--- src/rtl/dbg_probe_scanner.sv ---
// dbg_probe_scanner
//   Board-side reader for the CPU debug interface. It keeps an index register
//   that drives the register-file and data-memory debug addresses, captures the
//   value selected by mode_sel every clock, optionally keeps pipeline event
//   statistics, and scans the captured 32-bit value as 8 hex digits onto a
//   multiplexed, active-low 7-segment display.
//
// Configuration macro:
//   DBG_SCANNER_STATS_EN  defined   -> four 32-bit event counters, shown in modes 4-7
//                         undefined -> no counters, modes 4-7 show 32'd0
//
// Parameters:
//   DmAddrBit  width of datamem_addr_dbg (word address, >= 5)
//   ScanDiv    clk cycles each digit stays lit (>= 2)
//
// Ports:
//   clk, rst_n              clock, async active-low reset
//   mode_sel[2:0]           0 display,1 pc,2 regfile,3 datamem,4 cycles,5 jumps,6 branches,7 bubbles
//   idx_up, idx_down        1-cycle pre-debounced pulses stepping the index
//   cpu_en                  CPU enable (qualifies all statistics)
//   halted, jumped, branched, bubble   CPU status flags
//   pc_dbg, regfile_data_dbg, datamem_data_dbg, display   CPU debug data
//   regfile_req_dbg[4:0]    register index to CPU
//   datamem_addr_dbg        data memory word address to CPU
//   shown_value[31:0]       value currently displayed
//   seg_an[7:0]             digit anodes, active-low, bit0 = rightmost digit
//   seg_cat[7:0]            cathodes {dp,g..a}, active-low, dp always off

`ifndef DM_ADDR_BIT
`define DM_ADDR_BIT 10
`endif

module dbg_probe_scanner #(
  parameter int DmAddrBit = `DM_ADDR_BIT,
  parameter int ScanDiv   = 50000
) (
  input  logic                 clk,
  input  logic                 rst_n,
  input  logic [2:0]           mode_sel,
  input  logic                 idx_up,
  input  logic                 idx_down,
  input  logic                 cpu_en,
  input  logic                 halted,
  input  logic                 jumped,
  input  logic                 branched,
  input  logic                 bubble,
  input  logic [31:0]          pc_dbg,
  input  logic [31:0]          regfile_data_dbg,
  input  logic [31:0]          datamem_data_dbg,
  input  logic [31:0]          display,
  output logic [4:0]           regfile_req_dbg,
  output logic [DmAddrBit-1:0] datamem_addr_dbg,
  output logic [31:0]          shown_value,
  output logic [7:0]           seg_an,
  output logic [7:0]           seg_cat
);

  typedef enum logic [2:0] {
    MODE_DISPLAY  = 3'd0,
    MODE_PC       = 3'd1,
    MODE_REGFILE  = 3'd2,
    MODE_DATAMEM  = 3'd3,
    MODE_CYCLES   = 3'd4,
    MODE_JUMPS    = 3'd5,
    MODE_BRANCHES = 3'd6,
    MODE_BUBBLES  = 3'd7
  } mode_e;

  localparam int DivW = (ScanDiv > 1) ? $clog2(ScanDiv) : 1;

  mode_e                mode;
  mode_e                prev_mode;
  logic [DmAddrBit-1:0] index;
  logic [DmAddrBit-1:0] index_next;
  logic [4:0]           reg_step;
  logic [31:0]          stat_value;
  logic [31:0]          capture;
  logic [DivW-1:0]      div;
  logic [2:0]           digit;

  assign mode = mode_e'(mode_sel);

  // ---------------- index stepping ----------------
  always_comb begin
    // NOTE: every variable gets a default first so no path leaves it unassigned (no latch).
    index_next = index;
    reg_step   = idx_up ? index[4:0] + 5'd1 : index[4:0] - 5'd1;
    if (mode != prev_mode) begin
      // A mode switch restarts browsing; a pulse in the same cycle is dropped.
      index_next = '0;
    end else if (idx_up ^ idx_down) begin
      case (mode)
        MODE_REGFILE: index_next = DmAddrBit'(reg_step);  // 5-bit wrap, upper bits cleared
        MODE_DATAMEM: index_next = idx_up ? index + DmAddrBit'(1) : index - DmAddrBit'(1);
        default:      index_next = index;
      endcase
    end
  end

  always_ff @(posedge clk or negedge rst_n) begin
    if (!rst_n) begin
      index     <= '0;
      prev_mode <= MODE_DISPLAY;
    end else begin
      // NOTE: sequential state uses non-blocking assignments so all registers update together.
      index     <= index_next;
      prev_mode <= mode;
    end
  end

  // The index register is itself the registered request seen by the CPU.
  assign regfile_req_dbg  = index[4:0];
  assign datamem_addr_dbg = index;

  // ---------------- statistics ----------------
`ifdef DBG_SCANNER_STATS_EN
  logic [31:0] cnt_cycles, cnt_jumps, cnt_branches, cnt_bubbles;

  always_ff @(posedge clk or negedge rst_n) begin
    if (!rst_n) begin
      cnt_cycles   <= '0;
      cnt_jumps    <= '0;
      cnt_branches <= '0;
      cnt_bubbles  <= '0;
    end else if (cpu_en) begin
      // halted freezes only the cycle and bubble counts.
      if (!halted)           cnt_cycles   <= cnt_cycles + 32'd1;
      if (jumped)            cnt_jumps    <= cnt_jumps + 32'd1;
      if (branched)          cnt_branches <= cnt_branches + 32'd1;
      if (bubble && !halted) cnt_bubbles  <= cnt_bubbles + 32'd1;
    end
  end

  always_comb begin
    stat_value = '0;
    case (mode)
      MODE_CYCLES:   stat_value = cnt_cycles;
      MODE_JUMPS:    stat_value = cnt_jumps;
      MODE_BRANCHES: stat_value = cnt_branches;
      MODE_BUBBLES:  stat_value = cnt_bubbles;
      default:       stat_value = '0;
    endcase
  end
`else
  logic unused_stat_inputs;
  assign unused_stat_inputs = &{cpu_en, halted, jumped, branched, bubble};
  assign stat_value         = '0;
`endif

  // ---------------- capture ----------------
  always_comb begin
    capture = stat_value;
    case (mode)
      MODE_DISPLAY: capture = display;
      MODE_PC:      capture = pc_dbg;
      MODE_REGFILE: capture = regfile_data_dbg;
      MODE_DATAMEM: capture = datamem_data_dbg;
      default:      capture = stat_value;
    endcase
  end

  always_ff @(posedge clk or negedge rst_n) begin
    if (!rst_n) shown_value <= '0;
    else        shown_value <= capture;
  end

  // ---------------- display scan ----------------
  function automatic logic [7:0] hex7seg(input logic [3:0] nib);
    case (nib)
      4'h0: hex7seg = 8'hC0;  4'h1: hex7seg = 8'hF9;
      4'h2: hex7seg = 8'hA4;  4'h3: hex7seg = 8'hB0;
      4'h4: hex7seg = 8'h99;  4'h5: hex7seg = 8'h92;
      4'h6: hex7seg = 8'h82;  4'h7: hex7seg = 8'hF8;
      4'h8: hex7seg = 8'h80;  4'h9: hex7seg = 8'h90;
      4'hA: hex7seg = 8'h88;  4'hB: hex7seg = 8'h83;
      4'hC: hex7seg = 8'hC6;  4'hD: hex7seg = 8'hA1;
      4'hE: hex7seg = 8'h86;  default: hex7seg = 8'h8E;
    endcase
  endfunction

  always_ff @(posedge clk or negedge rst_n) begin
    if (!rst_n) begin
      div     <= '0;
      digit   <= '0;
      seg_an  <= 8'hFE;
      seg_cat <= 8'hC0;
    end else begin
      if (div == DivW'(ScanDiv - 1)) begin
        div   <= '0;
        digit <= digit + 3'd1;   // 7 -> 0 by natural overflow
      end else begin
        div <= div + DivW'(1);
      end
      // Drive pins from the current digit and captured value; one clock behind the counters.
      seg_an  <= ~(8'b1 << digit);
      seg_cat <= hex7seg(shown_value[{digit, 2'b00} +: 4]);
    end
  end

endmodule
--- config.mk ---
export PLATFORM = sky130hd
export DESIGN_NAME = dbg_probe_scanner
export DESIGN_NICKNAME = d
export VERILOG_FILES = /design/src/rtl/dbg_probe_scanner.sv
export SDC_FILE = /design/constraint.sdc
export NUM_CORES = 1
export LEC_CHECK = 0
export CORE_MARGIN = 4
export CORE_UTILIZATION = 34
export DETAILED_ROUTE_END_ITERATION = 10
export GPL_TIMING_DRIVEN = 0
export PLACE_DENSITY_LB_ADDON = 0.25
export SLEW_MARGIN = 10
export SYNTH_ARGS = -nofsm -noshare
export SYNTH_HDL_FRONTEND = slang
export SYNTH_SLANG_ARGS = --single-unit
--- constraint.sdc ---
create_clock -name clk -period 2.3 [get_ports clk]
set_input_delay 0.46 -clock clk [delete_from_list [all_inputs] [get_ports clk]]
set_output_delay 0.46 -clock clk [all_outputs]
set_load 0.005 [all_outputs]
Word level (Yosys, flattened, before mapping)
Memories as Yosys holds them, arrays and structs flattened. A register that Yosys moved wholly into a read port is not among the register bits.
Index checks and enable logic that the tools add are counted.
{"block": "word_totals", "reg_bits": 80, "romBits": 112, "inputBits": 140, "out_inout_bits": 63, "wordCells": 35, "n_memories": 1}
{"block": "classes", "add_sub_neg": 6, "n_eq_ne": 5, "n_shift": 2, "muxes": 7, "n_bitwise": 2, "reduce_logical": 5}
{"memory": "(name not given)", "depth": 16, "word_bits": 7, "read_ports": 1, "rd_clocked_by_memory_dff": 1, "wr": 0, "line": "169", "rtl": "case (nib)"}
{"operator": "$pmux 32 s4", "n": 1}
{"operator": "$shiftx 32x6->4", "n": 1}
{"operator": "$mux 10", "n": 3}
{"operator": "$pmux 10 s2", "n": 1}
{"operator": "$add 16x1->16 const B", "n": 1}
{"operator": "$eq 16x16->1 const B", "n": 1}
{"operator": "$mux 16", "n": 1}
{"operator": "$add 10x1->10 const B", "n": 1}
{"operator": "$sub 10x1->10 const B", "n": 1}
{"operator": "$not 8->8", "n": 1}
{"operator": "$shl 1x3->8 const A", "n": 1}
{"operator": "$eq 3x2->1 const B", "n": 2}
{"operator": "$add 5x1->5 const B", "n": 1}
{"operator": "$mux 5", "n": 1}
{"operator": "$sub 5x1->5 const B", "n": 1}
{"operator": "$add 3x1->3 const B", "n": 1}
{"operator": "$eq 3x1->1 const B", "n": 1}
{"operator": "$logic_not 3->1", "n": 1}
{"operator": "$ne 3x3->1", "n": 1}
{"operator": "$reduce_bool 3->1", "n": 1}
{"operator": "$reduce_and 2->1", "n": 1}
{"operator": "$reduce_bool 2->1", "n": 1}
{"operator": "$logic_not 1->1", "n": 1}
{"operator": "$xor 1x1->1", "n": 1}

Logic depth before layout (Yosys ltp)
Gate-level depths: netlist (run 1).
{"block": "depth", "ltp_word": 5, "depth_mapped": 10, "depth_no_buf": 9}

Worst setup path after synthesis (run 1)
OpenSTA, ideal clock, no wires.
{"block": "synth_timing", "path_kind": "in2reg", "from": "input port idx_up", "to": "register index[9], in the netlist datamem_addr_dbg[9]", "t_arrival_ps": 2190, "t_required_ps": 2175, "slack_ps": -15, "cell_stages": 8, "n_path_buf": 0, "cell_sequence": "inv_1 ha_1 a21oi_1 nor2b_1 a311o_1 a31oi_2 o32ai_1 mux2_4"}
{"block": "synth_between", "elab_chain_len": 4, "elab_cells_between_ends": 7, "classes_between": "mux: 4; bitwise: 1; reduce/logical: 2"}
{"item": "start: declaration", "line": "40", "rtl": "input logic idx_up,"}
{"item": "$mux 10", "line": "94", "rtl": "MODE_DATAMEM: index_next = idx_up ? index + DmAddrBit'(1) : index - DmAddrBit'(1);"}
{"item": "$pmux 10 s2", "line": "92", "rtl": "case (mode)"}
{"item": "$mux 10", "line": "91", "rtl": "end else if (idx_up ^ idx_down) begin"}
{"item": "$mux 10", "line": "88", "rtl": "if (mode != prev_mode) begin"}
{"item": "end signal: assignment", "line": "106", "rtl": "index <= index_next;"}
{"item": "end: declaration", "line": "73", "rtl": "logic [DmAddrBit-1:0] index;"}
Parallel ways exist; a longest one is shown, timed or not. The select of a mux whose other input is x is not followed.
A chain may end at the register's enable or synchronous reset.

Worst setup path in the final report (run 1)
Ends and elaborated chain as after synthesis.

==> results of run 1 <==
-- registers in the layout (all words and copies together) (netlist names) --
register / count
datamem_addr_dbg: 10
seg_an: 8
div: 16
shown_value: 32
prev_mode: 3
seg_cat: 7
digit: 3
-- logic make-up after synthesis --
logic type	share of synthesized area (%)
compound gates	21.5
simple gates	10.7
flops	46.0
buf+inv	4.00
xor+xnor	5.07
fa+ha+maj	6.55
mux	6.05
other cells	0.0868
-- worst min path at each step --
| stage | endpoint | from | slack (ns) |
|---|---|---|---|
| global placement | div[13] | div[13] | 0.48 |
| finish | datamem_addr_dbg[6] | rst_n | 0.03 |
| global route | datamem_addr_dbg[6] | rst_n | 0.05 |
| detailed placement | datamem_addr_dbg[6] | rst_n | 0.39 |
| CTS | datamem_addr_dbg[6] | rst_n | 0.04 |
| floorplan | datamem_addr_dbg[0] | rst_n | 0.16 |
-- cells in the final DEF, fill, tap and decap left out, types with 5 or more instances in the layout --
master	n
a21o_1	5
a21oi_1	9
a221o_1	33
a22o_1	33
buf_4	10
clkbuf_1	14
clkbuf_16	9
clkdlybuf4s50_1	194
dfrtp_1	71
dfstp_2	8
ha_1	18
inv_1	6
mux2i_1	9
nand2_1	27
nand3_1	8
nor2_1	33
nor2b_1	6
nor3_1	6
o21ai_0	5
xnor2_1	13
xor2_1	12
-- final cells by class --
| type | instances | area, µm² |
|---|---|---|
| fill | 1071 | 5250 |
| tap | 168 | 210 |
| inverter | 9 | 38.8 |
| multi-input combinational | 275 | 2270 |
| sequential | 79 | 1990 |
| clock buffer | 13 | 270 |
| timing repair buffer | 200 | 2010 |
| clock inverter | 3 | 40.0 |
| buffer | 26 | 140 |
-- through the flow --
| step | total power [µW] | hold slack (ns) | cell area, µm² | util [%] |
|---|---|---|---|---|
| after floorplan | 1740 | 0.164 | 4320 | - |
| after global placement | 2220 | 0.483 | 6500 | 53.2 |
| after detailed placement | 2230 | 0.393 | 6520 | 53.4 |
| after CTS | 3700 | 0.0377 | 6850 | 56.1 |
| after global routing | 3830 | 0.0513 | 6960 | 57.0 |
| final | 3690 | 0.0310 | 6960 | 57.0 |
-- power breakdown --
part           switching (µW)  total [µW]  internal (µW)
Sequential               39.3        1500           1460
Clock                     536        1460            926
Combinational             269         723            454
-- layer usage --
layer | GRT usage (%) | routed length (µm) | vias up
met4 | 6.23 | 235 | 0
met1 | 21.8 | 5450 | 1900
met2 | 33.5 | 7160 | 129
li1 | - | - | 1876
met3 | 4.44 | 792 | 16
met5 | 0 | 0 | -
-- repair_timing --
action                     in CTS  in global routing
setup endpoints to repair      14                 18
pin swaps                       0                  5
setup buffers                   1                  2
resized for setup               5                 22
gates cloned                    0                  0
==> flow_summary.json, run 1 <==
{
  "finalHoldViolCount": 0,
  "wl_per_cell_um": 17.6,
  "grt_first_pass_wirelength_um": 21100,
  "relSlewSlack_pct": 61.1,
  "finalClockSkew_ns": 0.00871,
  "yosysMostFrequentCell": "dfrtp_1",
  "cp-start-kind": "input pin",
  "worstPathArrival_ns": 2.40,
  "final.min_clock_period_ns": 2.19,
  "drive_gt1_share_pct": 11.4,
  "syn_avg_cell_area_um2": 11.1,
  "die_height_um": 121,
  "drt_wl_total_um": 13600,
  "ys_top_cells_by_area": "dfrtp_1 41%, a221o_1 7.6%, a22o_1 6.7%",
  "htree_levels": 3,
  "synth_ff_type": "dfrtp_1",
  "drtAntennaViolNets": 0,
  "finalWorstSetupSlack_ns": 0.114,
  "grt_pass1_vias": 4166,
  "status": "completed",
  "crit_fanout": 6,
  "ys_seq_area_share_pct": 46.0,
  "drtIter0Drc": 132,
  "reg2regPathDepth": 8,
  "dp_cells": 754,
  "fp.coreArea_mm2": 0.0122,
  "fin_crit_sh_pct": 95.0,
  "hp-class": "in -> async",
  "synthesis.area_mm2": 0.00432,
  "power_density_mw_per_mm2": 529,
  "grt-ovfl-total": 0,
  "setup_violations": 0,
  "synth_seq_cells": 79,
  "die_x_um": 121,
  "cp_top_family": "buffers and inverters",
  "critPathKind": "in -> reg",
  "areaGrowthSynthToFinish_pct": 61.2,
  "place.gp.congestion": 0.887,
  "holdBufCountCts": 0,
  "worst_pin_slew_ns": 0.583,
  "post-route-drc-count": 0,
  "yosysWarnings": 0,
  "grtUsageTotal_pct": 18.7,
  "clock-root-buffer": "clkbuf_16",
  "clk_latency_ns": 0.33,
  "required_ns": 2.52,
  "layout.nets": 762,
  "vias_per_cell": 5.07,
  "port_buffers": 196,
  "max_stage_delay_ns": 0.37,
  "num_vias": 3921,
  "start_util_pct": 35.4,
  "synth_top_area_share_pct": 41.1,
  "path_depth": 9,
  "max_freq_mhz": 457,
  "path_buf_inv": 3,
  "crit_path_end_kind": "flop",
  "cts_buffers": 9,
  "crit_chain": "buf_6 -> clkinvlp_4 -> buf_4 -> ha_1 -> a21oi_1 -> nor2_1 -> nor4bb_4 -> o32ai_2 -> mux2_4",
  "cts.sinks": 79,
  "num_antenna_cells": 0,
  "cpMaxStageDelayCell": "ha_1",
  "rsz0062_at_grt": "true",
  "synthCells": 389,
  "synthArstFlopShare_pct": 100,
  "drv_slew": 0,
  "cts_tree": "built",
  "yosys.area.top_type": "dfrtp_1",
  "r2r-start": "digit[0]",
  "rows": 40,
  "tns_ns": 0,
  "io_pins": 203,
  "clockBufferDepth": 2,
  "crit_path_start": "idx_up",
  "power.leakage_uw": 0.00291,
  "yosysUniqueCellTypes": 56,
  "cts.clk_slew.worst_paths_ns": 0.06,
  "layoutNonFillerInstCount": 773,
  "reg2reg_slack_ns": 0.13,
  "dieArea_mm2": 0.0146,
  "dpl.hpwl_um": 11100,
  "maxCapViolCount": 0,
  "worstSetupEndpoint": "datamem_addr_dbg[9]",
  "timing.rr.end": "seg_cat[5]",
  "dr.pass1.iters": 4,
  "grt_max_degree": 57,
  "synth-edff-count": 0,
  "peakVddDrop_v": 0.000340,
  "ys_top_cells_by_count": "71 x dfrtp_1, 33 x a221o_1, 33 x a22o_1, 33 x nor2_1, 27 x nand2_1",
  "synth_nets": 551,
  "place_ws_ns": -0.932,
  "antenna_found_initial": 0
}
Power figures use the tool's default switching activity.
==> inputs of run 2 (changes only) <==
- CORE_UTILIZATION: 34 -> 42
- REMOVE_ABC_BUFFERS: default -> 1
==> run 2 against run 1 <==
Sequential power is essentially flat. Clock power shrank 20%. Total power shrank 8.5%. Flip-flop and latch count is the same. Setup slack lost 0.049 ns. Die area shrank 18%. Design area shrank 2.3%. Routed wire length shrank 1.7%. Hold slack gained 0.044 ns. Combinational power shrank 2%. Non-clock buffer count shrank 14. Critical path type unchanged.
==> flow_summary.json, run 2 (same netlist as run 1, synthesis figures left out) <==
{
  "critPathKind": "in -> reg",
  "grt_first_pass_wirelength_um": 20100,
  "clock-root-buffer": "clkbuf_8",
  "max_freq_mhz": 447,
  "top_register": "shown_value",
  "num_antenna_cells": 0,
  "r2r-start": "digit[0]",
  "path_buf_inv": 3,
  "grt_max_degree": 41,
  "maxCapViolCount": 0,
  "clockBufferDepth": 2,
  "seq_area_mm2": 0.00199,
  "required_ns": 2.54,
  "cts.clk_slew.worst_paths_ns": 0.08,
  "post-route-util_pct": 68.7,
  "drv_slew": 0,
  "hp-class": "in -> async",
  "drtAntennaViolNets": 0,
  "drive_gt1_share_pct": 13.2,
  "dp_cells": 697,
  "io_pins": 203,
  "grtUsageTotal_pct": 22.0,
  "cts.sinks": 79,
  "relSlewSlack_pct": 39.4,
  "finalWorstSetupSlack_ns": 0.0649,
  "worst_pin_slew_ns": 0.904,
  "drt_wl_total_um": 13400,
  "port_buffers": 196,
  "fp.coreArea_mm2": 0.00991,
  "cts_tree": "built",
  "antenna_found_initial": 0,
  "final.min_clock_period_ns": 2.24,
  "fin_crit_sh_pct": 97.2,
  "clk_latency_ns": 0.35,
  "dpl.hpwl_um": 10400,
  "dr.pass1.iters": 4,
  "power.leakage_uw": 0.00285,
  "htree_levels": 3,
  "dieArea_mm2": 0.0120,
  "die_x_um": 109,
  "rows": 36,
  "place_ws_ns": -0.828,
  "power_density_mw_per_mm2": 496,
  "largest_register_ffs": 32,
  "setup_violations": 0,
  "drtIter0Drc": 176,
  "layout_commonest_cell": "clkdlybuf4s50_1",
  "finalClockSkew_ns": 0.0138,
  "place.gp.congestion": 0.885,
  "fillers": 761,
  "crit_path_start": "idx_up",
  "cts_buffers": 9,
  "num_vias": 3895,
  "status": "completed",
  "die_height_um": 109,
  "holdBufCountCts": 0,
  "layoutNonFillerInstCount": 724,
  "reg2reg_slack_ns": 0.13,
  "worstPathArrival_ns": 2.47,
  "finalHoldViolCount": 0,
  "crit_path_end_kind": "flop",
  "cpMaxStageDelayCell": "ha_2",
  "post-route-drc-count": 0,
  "crit_chain": "buf_6 -> clkinvlp_4 -> buf_4 -> ha_2 -> a21oi_1 -> nor2_1 -> nor4bb_4 -> o32ai_2 -> mux2_4",
  "grt_pass1_vias": 3929,
  "max_stage_delay_ns": 0.33,
  "wl_per_cell_um": 18.5,
  "areaGrowthSynthToFinish_pct": 57.5,
  "peakVddDrop_v": 0.000256,
  "vias_per_cell": 5.38,
  "multi_input_area_mm2": 0.00228,
  "grt-ovfl-total": 0,
  "start_util_pct": 43.6,
  "cp_top_family": "buffers and inverters",
  "layout.nets": 748,
  "final_cell_mix": "194 x clkdlybuf4s50_1, 69 x dfrtp_1, 33 x a22o_1, 33 x a221o_1, 33 x nor2_1",
  "crit_fanout": 6,
  "cp-start-kind": "input pin"
}
==> run 2: cell count changes in the layout (fill, tap and decap cells not counted), sizes merged <==
| cell | delta |
|---|---|
| clkinv | -1 |
| bufinv | +1 |
| clkbuf | -16 |
| clkinvlp | +2 |
==> run 2: routing by layer <==
| layer | share of wire [%] | up-vias | track usage [%] |
|---|---|---|---|
| li1 | - | 1845 | - |
| met4 | 2.5 | 0 | 8.10 |
| met2 | 52 | 159 | 38.3 |
| met3 | 6.5 | 25 | 4.40 |
| met1 | 39 | 1866 | 26.9 |
| met5 | 0 | - | 0 |
==> run 2: final timing paths <==
check | to | cells after the start
setup / recovery | datamem_addr_dbg[9] | 9
min in group clk | div[13] | 1
hold reg to reg | div[13] | 1
max in group asynchronous | seg_an[4] | 2
hold / removal | shown_value[21] | 1
setup reg to reg | seg_cat[0] | 6
==> run 2: where the power goes <==
group	internal (µW)	switching (µW)	leakage (µW)
clock	668	499	0.000112
sequential	1460	35.4	0.00101
combinational	449	263	0.00172
total	2580	797	0.00285
==> run 2: area by class of cell <==
type / count / area share (%)
Clock buffer: 11 / 2.22
Inverter: 9 / 0.570
Sequential cell: 79 / 29.3
Clock inverter: 5 / 1.18
Tap cell: 133 / 2.45
Timing Repair Buffer: 212 / 30.8
Multi-Input combinational cell: 275 / 33.5
==> run 2: timing repair <==
item | in CTS | in global routing
setup buffers | 2 | 9
setup endpoints to repair | 13 | 13
resized for setup | 12 | 17
pin swaps | 2 | 5
==> run 2: through the flow <==
stage	hold slack, ns	TNS [ns]	area [µm²]	total power [µW]
final	0.0754	0	6810	3370
after global routing	0.121	-0.0383	6810	3520
after CTS	0.0892	-0.0547	6680	3390
after detailed placement	0.470	-11.41	6380	2220
after global placement	0.480	-213.55	6310	2200
after floorplan	0.164	-13.55	4180	1740
==> run 2: worst reg2reg max path: stages, from the launching register on <==
cell and delay (ns):
dfrtp_2 0.48, mux4_2 0.60, mux2i_4 0.29, inv_1 0.13, ha_1 0.25, a22oi_1 0.21
o31ai_1 0.10
==> inputs of run 3 (changes only) <==
- CORE_UTILIZATION: 42 -> 45
- clock period: 2.3 -> 2.7 ns (I/O delays scaled with it)
==> run 3 against run 2 <==
Routed wire length down 2.4%. Largest power group unchanged. Setup slack better by 0.20 ns. Global-route usage up 1.2 points. Design area down 3.0%. Highest routed layer unchanged. Count of clock-buffer cells in the layout down 1. Via count down 0.98%. Sequential power down 14%. Die area down 6.2%. Register-to-register slack better by 0.14 ns. Flip-flop and latch count unchanged. Cell count down 1.9%.
==> flow_summary.json, run 3 (same netlist as run 1, synthesis figures left out) <==
{
  "num_vias": 3857,
  "max_freq_mhz": 411,
  "place_ws_ns": -0.491,
  "drtIter0Drc": 173,
  "clk_latency_ns": 0.35,
  "drive_gt1_share_pct": 9.81,
  "fin_crit_sh_pct": 90.2,
  "relSlewSlack_pct": 38.7,
  "place.gp.congestion": 0.878,
  "cp-start-kind": "flop",
  "dieArea_mm2": 0.0112,
  "required_ns": 2.93,
  "start_util_pct": 46.5,
  "grtUsageTotal_pct": 23.2,
  "critPathKind": "reg -> reg",
  "hp-class": "in -> async",
  "post-route-util_pct": 71.1,
  "die_height_um": 106,
  "peakVddDrop_v": 0.000295,
  "drv_slew": 0,
  "final_cell_mix": "194 x clkdlybuf4s50_1, 70 x dfrtp_1, 33 x a22o_1, 33 x a221o_1, 33 x nor2_1",
  "clockBufferDepth": 2,
  "cts_tree": "built",
  "htree_levels": 3,
  "power_density_mw_per_mm2": 418,
  "cts_buffers": 9,
  "final_area_mm2": 0.00660,
  "finalHoldViolCount": 0,
  "antenna_found_initial": 0,
  "layout_commonest_cell": "clkdlybuf4s50_1",
  "grt_max_degree": 63,
  "drt_wl_total_um": 13100,
  "top_register": "shown_value",
  "worstPathArrival_ns": 2.66,
  "rows": 35,
  "fp.coreArea_mm2": 0.00928,
  "dr.pass1.iters": 4,
  "maxCapViolCount": 0,
  "cts.clk_slew.worst_paths_ns": 0.09,
  "largest_register_ffs": 32,
  "finalWorstSetupSlack_ns": 0.265,
  "crit_fanout": 10,
  "io_pins": 203,
  "placed_area_mm2": 0.00638,
  "whs_ns": 0.0533,
  "grt_first_pass_wirelength_um": 20600,
  "die_x_um": 106,
  "clock-root-buffer": "clkbuf_8",
  "areaGrowthSynthToFinish_pct": 52.8,
  "worst_pin_slew_ns": 0.915,
  "setup_violations": 0,
  "rsz0062_at_grt": "false",
  "vias_per_cell": 5.43,
  "status": "completed",
  "port_buffers": 196,
  "post-route-drc-count": 0,
  "wl_per_cell_um": 18.4,
  "cts.sinks": 79,
  "finalClockSkew_ns": 0.0154,
  "layout.nets": 738,
  "num_antenna_cells": 0,
  "grt-ovfl-total": 0,
  "final.min_clock_period_ns": 2.43,
  "crit_path_end_kind": "flop",
  "power.leakage_uw": 0.00278,
  "drtAntennaViolNets": 0,
  "grt_pass1_vias": 4030,
  "dpl.hpwl_um": 10300
}
[run 3: changes by cell type in the layout (fill, tap and decap cells not counted), sizes merged]
cell | previous run | this run
clkinv | 3 | 5
bufinv | 2 | 1
buf | 17 | 7
clkbuf | 12 | 11
[run 3: through the flow]
stage | total power [µW] | instances | TNS (ns)
global route | 2860 | 710 | 0
floorplan | 1480 | 363 | -3.29
global placement | 1870 | 688 | -170.82
finish | 2760 | 710 | 0
detailed placement | 1890 | 693 | -9.12
CTS | 2770 | 710 | 0
[run 3: power by group]
part / internal [µW] / switching (µW)
logic: 377 / 220
clock network: 448 / 438
registers: 1240 / 32.4
total: 2070 / 691
[run 3: layer usage]
metal / wire length (µm) / GRT usage [%]
met5: 0 / 0
met4: 318 / 7.40
met3: 714 / 4.37
met2: 6520 / 39.3
met1: 5530 / 30.1
[run 3: worst max-delay path, cell delays in order (launching register included)]
cell and delay (ns):
dfrtp_1 0.61, mux4_2 0.61, mux2i_2 0.38, inv_1 0.16, ha_1 0.26, a22oi_1 0.20, o31ai_1 0.10
[run 3: timing repair]
item,4_1_cts,5_1_grt
gates resized for setup,3,6
buffers inserted,1,0
hold buffers,0,0
endpoints found under the setup margin,3,4
pin swaps,0,0
[run 3: path summary, 6_finish.rpt]
check	start	end	slack (ns)	depth (start not counted)
max	digit[0]	seg_cat[0]	0.27	6
min reg2reg	div[13]	div[13]	0.50	1
min in group clk	div[13]	div[13]	0.50	1
min	rst_n	shown_value[13]	0.05	1
max reg2reg	digit[0]	seg_cat[0]	0.27	6
max in group asynchronous	rst_n	seg_an[6]	2.03	2
[run 3: area by class of cell]
cell class | count | area [µm²]
repair buffers | 202 | 2020
inverters | 9 | 38.8
clock buffers | 10 | 138
clock inverters | 6 | 60.1
multi-input cells | 275 | 2200
fillers | 715 | 2680
flip-flops and latches | 79 | 1990
well taps | 129 | 161
